File: config.mk
export PLATFORM = sky130hd
export DESIGN_NAME = fetch_ctrl
export DESIGN_NICKNAME = d
export VERILOG_FILES = /design/src/rtl/fetch_ctrl.sv
export SDC_FILE = /design/constraint.sdc
export NUM_CORES = 1
export LEC_CHECK = 0
export BUFFER_PORTS_ARGS = -buffer_cell sky130_fd_sc_hd__buf_4
export CAP_MARGIN = 20
export CORE_MARGIN = 4
export CORE_UTILIZATION = 50
export CTS_CLUSTER_DIAMETER = 60
export DETAILED_ROUTE_END_ITERATION = 10
export PLACE_DENSITY = 0.77
export SETUP_SLACK_MARGIN = 0.4
export SYNTH_ARGS = -nofsm -noshare
export SYNTH_HDL_FRONTEND = slang
export SYNTH_SLANG_ARGS = --single-unit
File: constraint.sdc
create_clock -name fc_clk -period 3.1 [get_ports fc_clk]
set_input_delay 0.31 -clock fc_clk [delete_from_list [all_inputs] [get_ports fc_clk]]
set_output_delay 0.31 -clock fc_clk [all_outputs]
set_load 0.005 [all_outputs]
File: src/rtl/fetch_ctrl.sv
// Instruction-fetch controller: owns the fetch PC and the imem req/ack port.
// Holds a returned instruction under decode stall; arbitrates redirects.
module fetch_ctrl #(
  parameter int unsigned PC_WIDTH = 32,
  parameter logic [PC_WIDTH-1:0] RESET_VECTOR = '0,
  parameter logic [PC_WIDTH-1:0] EXC_VECTOR = PC_WIDTH'(32'h0000_0080)
) (
  input  logic                fc_clk,
  input  logic                fc_rst,
  input  logic                fc_i_stall,
  input  logic                fc_i_exc,
  input  logic                fc_i_br_taken,
  input  logic [PC_WIDTH-1:0] fc_i_br_target,
  input  logic                fc_i_jmp,
  input  logic [PC_WIDTH-1:0] fc_i_jmp_target,
  output logic                fc_o_imem_req,
  output logic [PC_WIDTH-1:0] fc_o_imem_addr,
  input  logic                fc_i_imem_ack,
  input  logic [31:0]         fc_i_imem_data,
  output logic                fc_o_if_valid,
  output logic [PC_WIDTH-1:0] fc_o_if_pc,
  output logic [31:0]         fc_o_if_instr,
  output logic                fc_o_flush_if_id,
  output logic                fc_o_flush_id_ex
);

  typedef enum logic [1:0] {
    IDLE,
    BUSY,
    HELD
  } state_t;

  state_t              state_q, state_d;
  logic [PC_WIDTH-1:0] pc_q, pc_d;
  logic                kill_q, kill_d;
  logic [PC_WIDTH-1:0] hold_pc_q, hold_pc_d;
  logic [31:0]         hold_instr_q, hold_instr_d;
  logic                req_q, req_d;
  logic [PC_WIDTH-1:0] addr_q, addr_d;
  logic                vld_q, vld_d;
  logic [PC_WIDTH-1:0] if_pc_q, if_pc_d;
  logic [31:0]         if_instr_q, if_instr_d;

  logic                redirect;
  logic [PC_WIDTH-1:0] raw_target;
  logic [PC_WIDTH-1:0] target;
  logic [PC_WIDTH-1:0] issue_addr;
  logic                issue;

  // Redirect arbitration: exception beats branch beats jump.
  always_comb begin
    redirect   = fc_i_exc | fc_i_br_taken | fc_i_jmp;
    raw_target = fc_i_jmp_target;
    if (fc_i_exc)
      raw_target = EXC_VECTOR;
    else if (fc_i_br_taken)
      raw_target = fc_i_br_target;
    target = {raw_target[PC_WIDTH-1:2], 2'b00};
  end

  assign fc_o_flush_if_id = redirect & ~fc_rst;
  assign fc_o_flush_id_ex = (fc_i_exc | fc_i_br_taken) & ~fc_rst;

  // Next-state and datapath updates for the fetch sequencer.
  always_comb begin
    state_d      = state_q;
    pc_d         = pc_q;
    kill_d       = kill_q;
    hold_pc_d    = hold_pc_q;
    hold_instr_d = hold_instr_q;
    req_d        = req_q;
    addr_d       = addr_q;
    vld_d        = 1'b0;
    if_pc_d      = if_pc_q;
    if_instr_d   = if_instr_q;
    issue        = 1'b0;
    issue_addr   = pc_q;
    case (state_q)
      IDLE: begin
        if (redirect) begin
          issue      = 1'b1;
          issue_addr = target;
        end else if (!fc_i_stall) begin
          issue = 1'b1;
        end
      end
      BUSY: begin
        if (fc_i_imem_ack) begin
          if (redirect || kill_q) begin
            issue      = 1'b1;
            issue_addr = redirect ? target : pc_q;
            kill_d     = 1'b0;
          end else if (fc_i_stall) begin
            hold_pc_d    = addr_q;
            hold_instr_d = fc_i_imem_data;
            req_d        = 1'b0;
            state_d      = HELD;
          end else begin
            vld_d      = 1'b1;
            if_pc_d    = addr_q;
            if_instr_d = fc_i_imem_data;
            issue      = 1'b1;
          end
        end else if (redirect) begin
          kill_d = 1'b1;
          pc_d   = target;
        end
      end
      HELD: begin
        if (redirect) begin
          issue        = 1'b1;
          issue_addr   = target;
          hold_pc_d    = '0;
          hold_instr_d = '0;
        end else if (!fc_i_stall) begin
          vld_d      = 1'b1;
          if_pc_d    = hold_pc_q;
          if_instr_d = hold_instr_q;
          issue      = 1'b1;
        end
      end
      default: state_d = IDLE;
    endcase
    if (issue) begin
      req_d   = 1'b1;
      addr_d  = issue_addr;
      pc_d    = issue_addr + PC_WIDTH'(4);
      state_d = BUSY;
    end
  end

  // State and datapath registers with synchronous reset.
  always_ff @(posedge fc_clk) begin
    if (fc_rst) begin
      state_q      <= IDLE;
      pc_q         <= RESET_VECTOR;
      kill_q       <= 1'b0;
      hold_pc_q    <= '0;
      hold_instr_q <= '0;
      req_q        <= 1'b0;
      addr_q       <= RESET_VECTOR;
      vld_q        <= 1'b0;
      if_pc_q      <= '0;
      if_instr_q   <= '0;
    end else begin
      state_q      <= state_d;
      pc_q         <= pc_d;
      kill_q       <= kill_d;
      hold_pc_q    <= hold_pc_d;
      hold_instr_q <= hold_instr_d;
      req_q        <= req_d;
      addr_q       <= addr_d;
      vld_q        <= vld_d;
      if_pc_q      <= if_pc_d;
      if_instr_q   <= if_instr_d;
    end
  end

  assign fc_o_imem_req  = req_q;
  assign fc_o_imem_addr = addr_q;
  assign fc_o_if_valid  = vld_q;
  assign fc_o_if_pc     = if_pc_q;
  assign fc_o_if_instr  = if_instr_q;

endmodule
-- After elaboration in Yosys (flattened, before gate mapping)
Cells that the tools add are included.
- $add $sub $neg: 1
- equal/unequal tests: 16
- multiplexer cells: 52
- bitwise gates (word level): 6
- reduce and logical (&&, ||, !) cells: 16
- operators with widths (operator ; count):
    32-bit 2-to-1 mux ; 25
    32-bit case mux with 2 select lines ; 5
    32-bit by 3-bit adder with 32-bit output, second input constant ; 1
    1-bit 2-to-1 mux ; 16
    2-bit != test, second input constant ; 8
    4-bit AND reduction ; 3
    2-bit nonzero test ; 5
    3-bit != test, second input constant ; 3
    2-bit 2-to-1 mux ; 3
    2-bit by 1-bit != test with 1-bit output, second input constant ; 3
    6-bit AND reduction ; 1
    5-bit AND reduction ; 1
    1-bit case mux with 2 select lines ; 2
    2-bit case mux with 2 select lines ; 1
    2-bit OR reduction ; 2
    3-bit AND reduction ; 1
    1-bit AND ; 2
    2-bit by 1-bit equality test with 1-bit output, second input constant ; 1
    2-bit equality test, second input constant ; 1
    2-bit logical NOT ; 1
    1-bit inverter ; 2
    1-bit bitwise OR ; 2
    2-bit AND reduction ; 1
    1-bit logical OR ; 1
- register bits: 197
- input port bits: 103
- output and inout port bits: 100
- logic and storage cells: 102

-- Longest topological paths before layout
Gate-level depths: netlist of run 1.
- depth in word-level cells: 8
- mapped depth: 15
- gate-level depth less buffers: 11

-- Worst setup path after synthesis of run 1
OpenSTA, ideal clock, no wires.
- path kind: reg2reg
- start: reg state_q[0]
- end: reg pc_q[26]
- setup time: 0.103 ns
- arrival time: 3.105 ns
- data required time: 2.997 ns
- path slack: -0.109 ns
- stages on the path, launching flop included: 14
- path buffers: 2
- period minus slack after synthesis: 3.209 ns
- cell sequence: dfxtp_1 > inv_1 > ha_1 > a211oi_2 > or3_4 > buf_6 > buf_2 > o21ai_0 > ha_1 > nand4_2 > nor4b_4 > nand4_1 > xor2_1 > a2111oi_2
- word-level cells in the longest chain between the ends: 5
- elaborated cells between the ends (all ways): 11
- classes of those cells: 1 x add/sub; 3 x eq/ne; 3 x mux; 4 x reduce/logical
- ends and longest elaborated chain (element ; RTL line ; text):
    start, declared ; 33 ; state_t state_q, state_d;
    start signal, assigned ; 146 ; state_q <= state_d;
    2-bit equality test / 2-bit logical NOT (equally long branches) ; 78 ; case (state_q)
    2-bit OR reduction (no line) ; -- ;
    32-bit case mux with 2 select lines * ; 78 ;
    via issue_addr[3] ; 47 ; logic [PC_WIDTH-1:0] issue_addr;
    32-bit by 3-bit adder with 32-bit output * ; 127 ; pc_d = issue_addr + PC_WIDTH'(4);
    32-bit 2-to-1 mux * ; 124 ; if (issue) begin
    end signal, assigned ; 147 ; pc_q <= pc_d;
    end, declared ; 34 ; logic [PC_WIDTH-1:0] pc_q, pc_d;
Mark *: on every way through the listed nets, which the timed path passes. The rest lies on a longest branch.
A chain may end at the register's enable or synchronous reset.

-- Worst setup path after layout of run 1
- start: reg state_q[1]
- end: reg pc_q[30]
- word-level cells in the longest chain between the ends: 5
- elaborated cells between the ends (all ways): 11
- classes of those cells: 1 x add/sub; 3 x eq/ne; 3 x mux; 4 x reduce/logical
- ends and longest elaborated chain (element ; RTL line):
    2-bit equality test / 2-bit logical NOT (equally long branches) ; 78
    2-bit OR reduction (no line) ; --
    32-bit case mux with 2 select lines / 1-bit case mux with 2 select lines (equally long branches) ; 78
    32-bit by 3-bit adder with 32-bit output (tied with other cells) ; 127
    32-bit 2-to-1 mux / 2-bit AND reduction (equally long branches) ; --
Parallel ways exist; a longest one is shown, timed or not.

==> impl_metrics.csv, run 1 <==
group,metric,value,unit
synthesis,synth_edf_count,0,
sta,tightest_slew,0.7549,ns
critical_path,arrival,3.32,ns
cts,root_buffer,"clkbuf_16",
global_routing,gr-total-overflow,0,
route,avgViaCountPerCell,5.721,
placed_design,dp_cells,1646,
critical_path,critPathKind,"flip-flop to flip-flop",
route,finalWirelength,29550,um
synthesis,synth_area_leaders,"dfxtp_1 (40%), a21oi_1 (7.8%), a211oi_1 (7.7%), nand2_1 (6.5%), nor2_1 (5.9%)",
route,drt-initial-drc-count,851,
cts,cts_tree,"yes",
global_routing,met3_usage,3.924,%
floorplan,rows,50,
synthesis,synth_top_area_share,40.42,%
global_routing,antenna_found_initial,0,
power_and_ir_drop,p_per_area,482.5,nW/um^2
synthesis,synth_seq_area_share,40.42,%
cts,numCtsBuffers,17,
cts,cts_buffer_depth,2,
synthesis,synth_common_cells,"dfxtp_1 (197), nand2_1 (170), nor2_1 (154)",
cts,clock-sinks,197,
synthesis,syn-mean-instance-area,7.953,um^2
floorplan,die_x,147.7,um
final_layout,n_fill_cell,1566,
final_layout,syn_to_final_growth,33.81,%
placed_design,hpwl,19650,um
critical_path,path_max_fanout,6,
sta,setup_viol,0,
placed_design,placement.io_buffers,198,
floorplan,io_pins,203,
final_layout,antenna_cells,0,
global_routing,grt_use_met2,40.56,%
sta,min_period,3.007,ns
hold_path,min_to,"fc_o_if_valid",
power_and_ir_drop,p_leak,0.005127,uW
floorplan,die_y,147.7,um
sta,fin_tns_setup,0,ns
run_status,outcome,"finished clean",
final_layout,drive_gt1_share,28.02,%
synthesis,async_flop_share,0,%
global_routing,grt_busiest_layer,"met2",
critical_path,critPathTopFamily,"compound AO/OA/AOI/OAI gates",
sta,rsz0062_at_grt,"true",
hold_path,hold_path.startpoint,"fc_i_stall",
floorplan,start_util,51.48,%
route,antenna_left,0,
global_routing,grt_pass1_wl,46300,um
critical_path,crit_path_end_kind,"flip-flop",
critical_path,crit_chain,"inv_4, ha_4, buf_4, nor2b_2, or2_4, o211ai_1, a2111o_1, nor4b_4, buf_12, nand4_1, xor2_2, a2111oi_2",
cts,clk_pin_slew_worst_paths,0.07,ns
sta,max_freq,0.3326,GHz
floorplan,dieArea,21820,um^2
critical_path,reg2reg_depth,12,
sta,fin_skew,0.01442,ns
final_layout,final_cells,1709,
synthesis,syn-instance-count,1227,
hold_path,hold_class,"input port to flip-flop",
job,cap_violations,0,
floorplan,fp.coreArea,18960,um^2
synthesis,synth_seq_cells,197,
route,drtPass1Iterations,7,
hold_path,min_path_cells,2,
synthesis,synth_top_area_cell,"dfxtp_1",
placed_design,place_congestion,0.9141,
synthesis,yosysWarnings,0,
route,post_drt_wl_per_cell,17.29,um
critical_path,slowest_delay,0.54,ns
synthesis,synth_area,9758,um^2
route,drc_errors,0,
global_routing,grt_max_degree,92,
global_routing,use_met1,35.46,%
sta,max_slew_margin,49.67,%
global_routing,grt_use_total,25.69,%
route,vias,9778,
critical_path,critPathBufInv,3,
synthesis,synth.most_common_cell,"dfxtp_1",
sta,drv_slew,0,
critical_path,r2r_start,"state_q[1]",
cts,clkLatencyLatePin,0.44,ns
critical_path,critPathSlowestCell,"a2111o_1",
final_layout,final_nets,1544,
critical_path,r2r_setup_slack,0.09,ns
critical_path,worstPathRequired,3.41,ns
synthesis,synthFlopType,"dfxtp_1",
critical_path,worstReg2RegEnd,"pc_q[30]",
synthesis,syn-num-nets,1335,
sta,period_share,96.99,%
critical_path,crit_path_start_kind,"flip-flop",
cts,htree_levels,4,
synthesis,synth.distinct_cells,77,
sta,hold_violations,0,
global_routing,grt_pass1_vias,8974,
power_and_ir_drop,ir_drop,0.0004046,V
-- cells in the final DEF (no fill, tap or decap), types with 21 or more instances in the layout --
master    Yosys  layout
dfxtp_1     197     195
a211oi_1    100      94
nand2_1     170     168
nor2b_1      72      71
mux2i_1      30      30
nor2_1      154     152
a21oi_1     152     152
o21ai_0      27      21
buf_4         2     267
nor3_1       31      30
-- registers in the layout, indices dropped and copies added (netlist names) --
signal	flops
fc_o_imem_req	1
hold_instr_q	32
fc_o_imem_addr	32
pc_q	32
fc_o_if_instr	32
hold_pc_q	32
fc_o_if_valid	1
fc_o_if_pc	32
kill_q	1
state_q	2
-- layout make-up --
class | instances | area [um^2] | area share [%]
inverter | 7 | 31.28 | 0.2396
multi-input combinational | 920 | 5783 | 44.29
tap | 260 | 325.3 | 2.491
clock inverter | 15 | 143.9 | 1.102
sequential | 197 | 3951 | 30.26
clock buffer | 17 | 425.4 | 3.258
timing repair buffer | 293 | 2397 | 18.36
-- power breakdown --
group | total [uW] | switching (uW) | internal (uW)
clock | 2130 | 1070 | 1070
sequential | 2810 | 131 | 2680
combinational | 1360 | 747 | 608
total | 6300 | 1950 | 4350
-- how the worst max path moves through the flow --
stage	endpoint	slack, ns	cells past startpoint	from
2_1_floorplan	pc_q[26]	0.22	12	state_q[0]
3_3_place_gp	pc_q[13]	0.11	12	state_q[0]
3_5_place_dp	pc_q[27]	0.09	12	state_q[1]
4_1_cts	pc_q[30]	0.09	12	state_q[1]
5_1_grt	pc_q[18]	0.02	13	state_q[1]
6_report	pc_q[30]	0.09	12	state_q[1]
-- worst register-to-register path: stages (launching register included) --
cell and delay (ns):
dfxtp_4 0.39, inv_4 0.08, ha_4 0.16, buf_4 0.11, nor2b_2 0.15, or2_4 0.18
o211ai_1 0.11, a2111o_1 0.54, nor4b_4 0.36, buf_12 0.14, nand4_1 0.15, xor2_2 0.20
a2111oi_2 0.33
-- kinds of logic after synthesis --
kind of cell             synth area share, %
multiplexers                           4.347
AND/OR/NAND/NOR                        22.77
XOR/XNOR                               1.975
AO/OA/AOI/OAI                          25.09
buffers and inverters                  4.757
adder cells (fa/ha/maj)               0.6411
flip-flops                             40.42
-- metrics by stage --
stage / hold slack, ns / area (um^2) / util, % / setup slack [ns] / power (uW)
6_report: 0.1193 / 13060 / 68.88 / 0.09340 / 6301
3_5_place_dp: 0.4465 / 11810 / 62.30 / 0.09140 / 4066
3_3_place_gp: 0.4415 / 11810 / 62.30 / 0.1075 / 4043
2_1_floorplan: 0.3872 / 9857 / - / 0.2229 / 3580
5_1_grt: 0.1045 / 13060 / 68.88 / 0.01528 / 6577
4_1_cts: 0.09467 / 12740 / 67.23 / 0.09428 / 6246
-- metal layers --
metal / share of wire [%] / routed length [um]
met5: 0 / 0
met2: 47 / 13760
met3: 7.0 / 2065
met4: 2.7 / 799
met1: 44 / 12920
-- repair_timing --
item / 4_1_cts / 5_1_grt
resized for setup: 32 / 51
pin swaps: 24 / 14
hold buffers: 0 / 0
buffers inserted: 25 / 6
endpoints found under the setup margin: 88 / 79
Note: power is estimated with default switching activity, not from simulation.
==> run 2, diff against run 1 <==
--- a/config.mk
+++ b/config.mk
@@ -7,6 +7,7 @@
 export LEC_CHECK = 0
 export BUFFER_PORTS_ARGS = -buffer_cell sky130_fd_sc_hd__buf_4
 export CAP_MARGIN = 20
+export CORE_ASPECT_RATIO = 0.5
 export CORE_MARGIN = 4
 export CORE_UTILIZATION = 50
 export CTS_CLUSTER_DIAMETER = 60
==> impl_metrics.csv, run 2 (same netlist as run 1, synthesis figures left out) <==
group,metric,value,unit
run_status,outcome,"finished clean",
critical_path,worstPathRequired,3.41,ns
route,drc_errors,0,
final_layout,antenna_cells,0,
sta,max_freq,0.3535,GHz
power_and_ir_drop,p_leak,0.005019,uW
global_routing,grt_max_degree,129,
cts,cts_buffer_depth,2,
route,drt-initial-drc-count,924,
global_routing,antenna_found_initial,0,
critical_path,critPathKind,"flip-flop to flip-flop",
cts,cts_tree,"yes",
floorplan,fp.coreArea,18790,um^2
final_layout,syn_to_final_growth,31.30,%
final_layout,final_cell_mix,"buf_4 (265), dfxtp_1 (195), nand2_1 (169)",
cts,numCtsBuffers,17,
critical_path,crit_path_end_kind,"flip-flop",
floorplan,dieArea,21950,um^2
cts,clk_pin_slew_worst_paths,0.07,ns
sta,fin_skew,0.009222,ns
job,cap_violations,0,
global_routing,grt_pass1_vias,8910,
critical_path,critPathCapture,"pc_q[27]",
critical_path,worstReg2RegEnd,"pc_q[27]",
final_layout,final_cells,1695,
route,vias,9748,
cts,htree_levels,4,
final_layout,n_fill_cell,1525,
floorplan,io_pins,203,
critical_path,crit_path_start_kind,"flip-flop",
sta,period_share,91.24,%
route,drtPass1Iterations,7,
critical_path,startpoint,"state_q[1]",
final_layout,drive_gt1_share,26.46,%
hold_path,min_path_cells,2,
critical_path,path_max_fanout,5,
power_and_ir_drop,ir_drop,0.0003487,V
final_layout,utilization,68.20,%
placed_design,hpwl,20820,um
floorplan,start_util,51.94,%
cts,root_buffer,"clkbuf_16",
route,avgViaCountPerCell,5.751,
sta,max_slew_margin,46.06,%
power_and_ir_drop,p_per_area,502.9,nW/um^2
placed_design,dp_cells,1643,
route,post_drt_wl_per_cell,17.95,um
sta,drv_slew,0,
critical_path,arrival,3.14,ns
hold_path,hold_class,"input port to flip-flop",
cts,clock-sinks,197,
route,antenna_left,0,
global_routing,gr-total-overflow,0,
sta,rsz0062_at_grt,"true",
final_layout,final_nets,1531,
route,finalWirelength,30420,um
floorplan,die_x,205.6,um
sta,fin_tns_setup,0,ns
sta,hold_violations,0,
cts,holdBufCountCts,0,
critical_path,reg2reg_depth,12,
final_layout,final_common_cell,"buf_4",
cts,clkLatencyLatePin,0.43,ns
sta,setup_viol,0,
placed_design,place_congestion,0.9435,
critical_path,r2r_setup_slack,0.27,ns
floorplan,rows,35,
hold_path,hold_path.startpoint,"fc_i_stall",
floorplan,die_y,106.8,um
global_routing,grt_pass1_wl,47410,um
sta,min_period,2.828,ns
critical_path,r2r_start,"state_q[1]",
global_routing,grt_use_total,26.67,%
placed_design,placement.io_buffers,198,
sta,tightest_slew,0.8090,ns
## run 2: cell types whose count changed in the layout (fill, tap and decap cells not counted), moves of 3 or more
cell | previous run | this run
buf_6 | 14 | 6
buf_12 | 11 | 6
o21ai_0 | 21 | 24
o2bb2ai_2 | 3 | 0
## run 2: metal layers
metal / part of all wire [%] / global-route usage (%) / vias to the layer above
met5: 0 / 0 / -
met3: 8.4 / 5.017 / 56
met4: 2.0 / 7.259 / 0
li1: - / - / 4754
met1: 45 / 39.29 / 4506
met2: 44 / 39.95 / 432
## run 2: worst max-delay path: stages (launching register included)
cell and delay (ns):
dfxtp_4 0.38, inv_4 0.08, ha_4 0.15, a211oi_4 0.09, nor3_2 0.24, nand2_1 0.11, a2111o_1 0.55, buf_4 0.21
nor4_2 0.16, buf_4 0.17, nand4_1 0.11, mux2i_1 0.14, a2111oi_1 0.31
## run 2: metrics by stage
stage,total power (uW),setup WS (ns),hold slack (ns),instance area [um^2]
2_1_floorplan,3580,0.2229,0.3872,9857
3_3_place_gp,4060,0.1674,0.4416,11780
3_5_place_dp,4094,0.06368,0.4467,11780
4_1_cts,6394,0.2877,0.07177,12570
5_1_grt,6703,0.1491,0.07278,12810
6_report,6443,0.2715,0.08006,12810
## run 2: what timing repair did
action | 4_1_cts | 5_1_grt
setup buffers | 11 | 7
cloned | 1 | 1
setup endpoints to repair | 21 | 55
resized for setup | 19 | 28
pin swaps | 16 | 27
## run 2: how the worst min path moves through the flow
stage	slack [ns]	endpoint
global route	0.07	fc_o_if_valid
floorplan	0.39	fc_o_if_valid
global placement	0.44	hold_pc_q[20]
finish	0.08	fc_o_if_valid
detailed placement	0.45	hold_pc_q[7]
CTS	0.07	fc_o_if_valid
## run 2: cell type report
type                       count  area (um^2)  share of cell area (%)
clock buffer                  19        442.9                   3.457
clock inverter                13        161.4                   1.260
inverter                       7        31.28                  0.2441
multi-input combinational    921         5684                   44.37
sequential                   197         3951                   30.84
tap                          259        324.1                   2.529
timing repair buffer         279         2217                   17.30
## run 2: where the power goes
group | total [uW] | switching (uW) | internal, uW
clock network | 2300 | 1060 | 1240
registers | 2820 | 136 | 2680
logic | 1330 | 745 | 583
==> run 3, diff against run 2 <==
--- a/config.mk
+++ b/config.mk
@@ -13,6 +13,7 @@
 export CTS_CLUSTER_DIAMETER = 60
 export DETAILED_ROUTE_END_ITERATION = 10
 export PLACE_DENSITY = 0.77
+export REMOVE_ABC_BUFFERS = 1
 export SETUP_SLACK_MARGIN = 0.4
 export SYNTH_ARGS = -nofsm -noshare
 export SYNTH_HDL_FRONTEND = slang
==> impl_metrics.csv, run 3 (same netlist as run 1, synthesis figures left out) <==
group,metric,value,unit
global_routing,grt_pass1_vias,9422,
cts,cts_tree,"yes",
sta,min_period,2.923,ns
sta,fin_ws,0.1766,ns
power_and_ir_drop,p_int,4401,uW
final_layout,drive_gt1_share,27.96,%
route,post_drt_wl_per_cell,18.00,um
sta,fin_skew,0.01426,ns
power_and_ir_drop,p_per_area,490.4,nW/um^2
power_and_ir_drop,sw_frac_of_total,31.18,%
floorplan,rows,35,
power_and_ir_drop,combPwrFrac,21.4,%
route,antenna_left,0,
sta,fin_tns_setup,0,ns
hold_path,hold_class,"input port to flip-flop",
route,finalWirelength,30680,um
route,avgViaCountPerCell,5.789,
critical_path,worstReg2RegEnd,"pc_q[30]",
run_status,outcome,"finished clean",
cts,holdBufCountCts,0,
route,drt-initial-drc-count,1018,
power_and_ir_drop,seq_power_share,43.8,%
sta,max_freq,0.3421,GHz
floorplan,fp.coreArea,18790,um^2
route,drtPass1Iterations,5,
sta,hold_violations,0,
route,drc_errors,0,
sta,drv_slew,0,
placed_design,dp_cells,1647,
placed_design,place_congestion,0.8812,
floorplan,die_x,205.6,um
hold_path,min_to,"fc_o_if_valid",
sta,setup_viol,0,
critical_path,critPathSlowestCell,"or3_4",
global_routing,grt_use_total,26.96,%
final_layout,syn_to_final_growth,33.61,%
cts,root_buffer,"clkbuf_16",
placed_design,placement.io_buffers,198,
final_layout,final_nets,1540,
hold_path,hold_path.startpoint,"fc_i_stall",
sta,rsz0062_at_grt,"true",
route,vias,9864,
floorplan,io_pins,203,
critical_path,critPathKind,"flip-flop to flip-flop",
critical_path,crit_chain,"inv_4, ha_4, a211oi_4, or3_4, buf_6, o2bb2ai_4, ha_4, nand4_4, nor4b_4, buf_12, nand4_1, xor2_1, a2111oi_2",
global_routing,antenna_found_initial,0,
final_layout,final_common_cell,"buf_4",
critical_path,crit_path_end_kind,"flip-flop",
placed_design,preCtsSetupSlack,-0.1609,ns
final_layout,final_cell_mix,"buf_4 (266), dfxtp_1 (195), nand2_1 (168)",
global_routing,grt_max_degree,129,
global_routing,grt_pass1_wl,48460,um
critical_path,r2r_setup_slack,0.18,ns
cts,clkLatencyLatePin,0.44,ns
sta,period_share,94.30,%
sta,max_slew_margin,35.67,%
placed_design,place_area,11750,um^2
final_layout,final_cells,1704,
final_layout,finalInstanceArea,13040,um^2
critical_path,arrival,3.25,ns
cts,clock-sinks,197,
cts,numCtsBuffers,17,
critical_path,cpMostUsedCell,"ha_4",
placed_design,hpwl,20150,um
floorplan,die_y,106.8,um
floorplan,start_util,51.94,%
critical_path,r2r_start,"state_q[0]",
job,cap_violations,0,
cts,clk_pin_slew_worst_paths,0.08,ns
critical_path,crit_path_start_kind,"flip-flop",
floorplan,dieArea,21950,um^2
power_and_ir_drop,ir_drop,0.0003500,V
critical_path,path_max_fanout,6,
critical_path,worstPathRequired,3.42,ns
sta,tightest_slew,0.9650,ns
hold_path,min_path_cells,2,
power_and_ir_drop,p_clk_share,34.7,%
power_and_ir_drop,total_power,6394,uW
final_layout,antenna_cells,0,
power_and_ir_drop,p_leak,0.005122,uW
critical_path,slowest_delay,0.43,ns
power_and_ir_drop,p_switching,1994,uW
global_routing,gr-total-overflow,0,
cts,htree_levels,4,
critical_path,reg2reg_depth,13,
cts,cts_buffer_depth,2,
## run 3: stage by stage
| step | hold slack [ns] | util, % |
|---|---|---|
| finish | 0.06917 | 69.40 |
| global route | 0.07022 | 69.40 |
| global placement | 0.4414 | 62.55 |
| floorplan | 0.3789 | - |
| detailed placement | 0.4488 | 62.55 |
| CTS | 0.05485 | 67.77 |
## run 3: routing by layer
layer,routed length [um],vias to the layer above,track usage (%),part of all wire (%)
li1,-,4762,-,-
met1,13510,4673,36.94,44
met2,14290,368,43.15,47
met3,2133,61,4.745,7.0
met4,747,0,9.217,2.4
met5,0,-,0,0
## run 3: power by group through the flow
| stage | clock network [uW] | registers [uW] | logic [uW] |
|---|---|---|---|
| after global placement | 0 | 2850 | 1190 |
| after detailed placement | 0 | 2850 | 1210 |
| after floorplan | 0 | 2830 | 669 |
| after CTS | 2260 | 2800 | 1290 |
| after global routing | 2360 | 2820 | 1490 |
| final | 2220 | 2800 | 1370 |
## run 3: cell type report
type | count | area [um^2]
Inverter | 7 | 31.28
Sequential cell | 197 | 3951
Fill cell | 1501 | 5749
Multi-Input combinational cell | 920 | 5799
Timing Repair Buffer | 289 | 2333
Clock inverter | 14 | 158.9
Clock buffer | 18 | 439.2
Tap cell | 259 | 324.1
## run 3: how the worst max path moves through the flow
stage | from | to | cells past startpoint
global placement | state_q[1] | pc_q[30] | 13
CTS | state_q[1] | pc_q[27] | 11
global route | state_q[0] | pc_q[30] | 12
floorplan | state_q[0] | fc_o_if_instr[0] | 5
detailed placement | state_q[1] | pc_q[18] | 13
finish | state_q[0] | pc_q[30] | 13
## run 3: timing repair
| action | 4_1_cts | 5_1_grt |
|---|---|---|
| buffers inserted | 14 | 10 |
| setup endpoints to repair | 26 | 32 |
| gates resized for setup | 54 | 44 |
| cloned | 1 | 0 |
| pin swaps | 44 | 41 |
## run 3: critical path, delay by kind of cell (launching register included)
family / cells / cell delay (ns)
and+or+nand+nor: 4 / 0.98
AOI/OAI and AO/OA: 3 / 0.55
buffers and inverters: 3 / 0.40
DFF: 1 / 0.38
adders and majority gates: 2 / 0.33
xor gates and xnor gates: 1 / 0.19
